**config.mk**
```make
export PLATFORM = sky130hd
export DESIGN_NAME = hazard_ctrl_unit
export DESIGN_NICKNAME = d
export VERILOG_FILES = /design/src/rtl/hazard_ctrl_unit.sv
export SDC_FILE = /design/constraint.sdc
export NUM_CORES = 1
export LEC_CHECK = 0
export ABC_AREA = 0
export BUFFER_PORTS_ARGS = -buffer_cell sky130_fd_sc_hd__buf_2
export CORE_MARGIN = 3
export CORE_UTILIZATION = 43
export DETAILED_ROUTE_END_ITERATION = 10
export GPL_ROUTABILITY_DRIVEN = 0
export PLACE_DENSITY = 0.85
export SYNTH_ARGS = -nofsm -noshare
export SYNTH_HDL_FRONTEND = slang
export SYNTH_SLANG_ARGS = --single-unit
```
**constraint.sdc**
```tcl
create_clock -name clk -period 4.2 [get_ports clk]
set_clock_uncertainty 0.05 [all_clocks]
set_input_delay 0.42 -clock clk [delete_from_list [all_inputs] [get_ports clk]]
set_output_delay 0.42 -clock clk [all_outputs]
set_load 0.1 [all_outputs]
```
**src/rtl/hazard_ctrl_unit.sv**
```systemverilog
// ID-stage hazard control: load-use / branch-operand stalls, taken-branch squash,
// multi-cycle data-memory freeze FSM. Define HAZARD_PERF_CNT_EN to build the stall counter.
module hazard_ctrl_unit #(
    parameter int REGISTER_BITS = 5,
    parameter int MEM_LAT       = 2,
    parameter int CNT_WIDTH     = 16
) (
    input  logic                     clk,
    input  logic                     rst_n,
    input  logic                     id_valid,
    input  logic [REGISTER_BITS-1:0] id_rs,
    input  logic [REGISTER_BITS-1:0] id_rt,
    input  logic                     id_uses_rs,
    input  logic                     id_uses_rt,
    input  logic                     id_branch,
    input  logic                     branch_taken,
    input  logic                     ex_valid,
    input  logic                     ex_memread,
    input  logic                     ex_regwrite,
    input  logic [REGISTER_BITS-1:0] ex_dst,
    input  logic                     mem_valid,
    input  logic                     mem_memread,
    input  logic [REGISTER_BITS-1:0] mem_dst,
    output logic                     hold_pc,
    output logic                     hold_ifid,
    output logic                     flush_idex,
    output logic                     flush_ifid,
    output logic                     freeze_back,
    output logic                     flush_memwb,
    output logic [CNT_WIDTH-1:0]     stall_count
);

    typedef enum logic {
        IDLE,
        WAIT
    } state_t;

    localparam bit         LAT_EN = (MEM_LAT > 0);
    localparam logic [3:0] LAT_M1 = (MEM_LAT > 0) ? 4'(MEM_LAT - 1) : 4'd0;

    state_t     state, state_next;
    logic [3:0] cnt, cnt_next;
    logic       freeze;
    logic       rs_ex, rt_ex, rs_mem, rt_mem;
    logic       load_use, br_ex, br_mem, data_stall;

    // Register 0 is hard-wired, so it can never carry a dependency.
    function automatic logic src_hit(
        input logic                     valid,
        input logic                     uses,
        input logic [REGISTER_BITS-1:0] src,
        input logic [REGISTER_BITS-1:0] dst,
        input logic                     dst_valid
    );
        return valid & uses & (src != '0) & (src == dst) & dst_valid;
    endfunction

    assign rs_ex  = src_hit(id_valid, id_uses_rs, id_rs, ex_dst, ex_valid);
    assign rt_ex  = src_hit(id_valid, id_uses_rt, id_rt, ex_dst, ex_valid);
    assign rs_mem = src_hit(id_valid, id_uses_rs, id_rs, mem_dst, mem_valid);
    assign rt_mem = src_hit(id_valid, id_uses_rt, id_rt, mem_dst, mem_valid);

    // Branches compare in ID with no EX->ID forward path, so any EX producer stalls them.
    assign load_use   = ex_memread & (rs_ex | rt_ex);
    assign br_ex      = id_branch & ex_regwrite & ~ex_memread & (rs_ex | rt_ex);
    assign br_mem     = id_branch & mem_memread & (rs_mem | rt_mem);
    assign data_stall = load_use | br_ex | br_mem;

    always_ff @(posedge clk or negedge rst_n) begin
        if (!rst_n) begin
            state <= IDLE;
            cnt   <= 4'd0;
        end else begin
            state <= state_next;
            cnt   <= cnt_next;
        end
    end

    // WAIT is only entered from IDLE, so the release cycle never re-triggers on the same load.
    always_comb begin
        state_next = state;
        cnt_next   = cnt;
        freeze     = 1'b0;
        case (state)
            IDLE: begin
                if (LAT_EN && mem_valid && mem_memread) begin
                    freeze     = 1'b1;
                    cnt_next   = LAT_M1;
                    state_next = WAIT;
                end
            end
            WAIT: begin
                if (cnt == 4'd0) begin
                    state_next = IDLE;
                end else begin
                    freeze   = 1'b1;
                    cnt_next = cnt - 4'd1;
                end
            end
            default: state_next = IDLE;
        endcase
    end

    // Outputs are gated by rst_n so the pipeline sees no control activity during reset.
    always_comb begin
        hold_pc     = rst_n & (freeze | data_stall);
        hold_ifid   = rst_n & (freeze | data_stall);
        flush_idex  = rst_n & data_stall & ~freeze;
        flush_ifid  = rst_n & id_valid & id_branch & branch_taken & ~data_stall & ~freeze;
        freeze_back = rst_n & freeze;
        flush_memwb = rst_n & freeze;
    end

`ifdef HAZARD_PERF_CNT_EN
    logic [CNT_WIDTH-1:0] stall_cnt_q;

    always_ff @(posedge clk or negedge rst_n) begin
        if (!rst_n) begin
            stall_cnt_q <= '0;
        end else if (hold_pc && (stall_cnt_q != '1)) begin
            stall_cnt_q <= stall_cnt_q + CNT_WIDTH'(1);
        end
    end

    assign stall_count = stall_cnt_q;
`else
    assign stall_count = '0;
`endif

endmodule

```
==> results.md <==
- Post-synthesis mux area share: 1.368%
- Post-Syn Instances: 89
- Clock buffer depth: 2
- Sequential share of the synthesized area: 17.09%
- Routed Wire Length: 1835 um
- H-tree depth: 1
- IO buf count: 37
- Share of cells above drive strength 1: 34.38%
- Synth Area in Simple Gates: 18.46%
- Synth Area in XOR/XNOR: 26.32%
- Fin crit share: 67.80%
- Clk_lat worst skew: 0.24 ns
- Min-Delay Path Class: input port to async pin
- Count leader, synth: buf_4
- Slew Limit Fails: 0
- Static leakage: 0.0004587 uW
- Critical path startpoint: cnt[1]$_DFFE_PN0P_
- Cell taking the most area after synthesis: buf_4
- Total power: 494.1 uW
- Dpl cells: 139
- Reg2reg start: cnt[1]$_DFFE_PN0P_
- Clock slew seen by the registers of the worst setup and hold paths: 0.05 ns
- Number of synthesized register bits: 5
- Synth cell types: 29
- Nets: 163
- Reg-to-reg slack, setup: 2.53 ns
- R2r endpoint: cnt[0]$_DFFE_PN0P_
- Initial antenna violation count: 0
- # diodes: 0
- Final HPWL DP: 1605 um
- Status: completed
- Comb power frac: 69.1%
- CP Data Required Time: 3.73 ns
- CP Launch Type: register
- Final Instance Count excl. Fillers: 144
- DR vias: 731
- Clock sink count: 5
- Max VDD drop: 282.2 uV
- DIE AREA: 2233 um2
- GRT Util Overall: 15.95%
- DRC viols: 0
- First-pass GRT wire length: 2553 um
- Die height: 47.26 um
- 1st-iter DRT viols: 14
- Share of the synthesized area in the top cell type: 18.46%
- Starting density of the core: 46.95%
- Avg Cell Area, Syn: 8.224 um2
- Num CTS Buffers: 3
- Min cycle time layout: 2.848 ns
- FMAX: 0.3512 GHz
- # rows: 14
- Pint: 187.7 uW
- P per Cell Area: 552.3 nW/um2
- Top_reg_cell synth: dfrtp_1
- Area contributors post-synth: buf_4 18%, dfrtp_1 17%, xnor2_1 13%, xor2_1 13%, ha_1 3.4%
- CP Class: register to output port
- Cell Area, Synth: 732.0 um2
- Vias in the first global route: 640
- Die X: 47.26 um
- Routed Antenna Nets: 0
- Unrepaired setup endpoints after global routing: no
- Total grt overflow: 0
- Root buffer cell: clkbuf_4
- R2R cell count: 6
- Area Overhead vs Synth: 22.22%
- DRT Pass-1 Iters: 4
- Sw power: 306.4 uW
- Synth Warn #: 0
- Routed vias/inst: 5.076
- EDFF count, synth: 0
- Per-cell routed wire length: 12.74 um
- Setup crit end kind: output port
- Part of the power in the clock network: 11.2%
- Worst setup endpoint: flush_ifid
- Area of the core: 1559 um2
- Crit Path Max Fanout: 5
- Sequential fraction of design power: 19.7%
- Top cells by count, synth: 18 x buf_4, 11 x xnor2_1, 11 x xor2_1, 5 x dfrtp_1, 5 x inv_1
- Area fraction in compound gates after synthesis: 11.79%
- Post-Synth Adder-Cell Area: 3.419%
- Largest net degree at the start of global routing: 8
- CTS tree: yes
- Sw Ratio: 62.01%
- Worst Path Arrival: 2.38 ns
- Max-cap violations: 0
- Post-synth ARST share: 100.0%
- Setup tns final: 0 ns
- Final number of setup-violating endpoints: 0
- Largest family of logic cells by synthesized area: XOR/XNOR gates
- # IOs: 54
- Final hold viol count: 0
kinds of logic (layout without fill, tap and decap cells):
family / count (synthesis) / count (layout)
other: 1 / 16
muxes: 1 / 1
AOI/OAI and AO/OA: 11 / 11
DFF: 5 / 5
xor gates and xnor gates: 22 / 22
buffers and inverters: 23 / 47
and+or+nand+nor: 24 / 24
adders and majority gates: 2 / 2
worst max-delay path, cell delays in order, from the launching register on:
cell and delay (ns):
dfrtp_1 0.41, inv_1 0.13, ha_1 0.15, inv_1 0.05, o31a_1 0.27, nor2_1 0.33
nand2_1 0.12, and4b_1 0.25, buf_2 0.42
stage by stage:
step | area [um2] | worst slack [ns] | hold WS (ns) | util (%)
after floorplan | 788.3 | 0.3735 | 0.07441 | -
after global placement | 858.3 | 1.503 | 0.2013 | 55.06
after detailed placement | 858.3 | 1.466 | 0.2056 | 55.06
after CTS | 894.6 | 1.414 | 0.4959 | 57.38
after global routing | 894.6 | 1.245 | 0.5089 | 57.38
final | 894.6 | 1.352 | 0.5055 | 57.38
metal layers:
metal	GRT usage [%]	vias up	part of all wire (%)
met2	31.02	44	53
li1	-	353	-
met3	2.299	5	9.3
met4	4.972	0	2.3
met1	17.19	329	36
met5	0	-	0
state kept, by name (all words and copies together) (netlist names):
register  flops
state         1
cnt           4
repair_timing:
item / CTS / global route
endpoints found under the setup margin: 0 / 0
endpoints found under the hold margin: 5 / 0
buffers inserted: 0 / 0
hold buffers: 1 / 0
resized for setup: 0 / 0
cells in the final DEF (no fill, tap or decap), types with 3 or more instances in the layout:
cell type / n
dfrtp_1: 5
nand3_1: 3
xnor2_1: 11
inv_1: 5
clkbuf_4: 3
nor2_1: 4
nand2_1: 4
buf_2: 37
conb_1: 16
xor2_1: 11
nor3_1: 3
power groups by stage:
stage	combinational, uW	clock [uW]	sequential, uW
floorplan	302	0	90.5
global placement	329	0	93.7
detailed placement	338	0	95.9
CTS	341	57.0	96.2
global route	362	63.1	99.7
finish	341	55.2	97.6
worst min-delay path by stage:
stage	from	to	slack [ns]	cells past startpoint
global placement	rst_n	cnt[1]$_DFFE_PN0P_	0.20	1
floorplan	rst_n	cnt[0]$_DFFE_PN0P_	0.07	0
finish	rst_n	cnt[3]$_DFFE_PN0P_	0.51	2
global route	rst_n	cnt[1]$_DFFE_PN0P_	0.51	2
CTS	rst_n	cnt[1]$_DFFE_PN0P_	0.50	2
detailed placement	rst_n	cnt[3]$_DFFE_PN0P_	0.21	1
cell type report:
class,instances,area [um2]
tap,16,20.02
inverter,5,18.77
fill,137,664.4
clock buffer,4,26.28
sequential,5,125.1
multi-input combinational,76,509.2
timing repair buffer,38,195.2
Power figures use the tool's default switching activity.
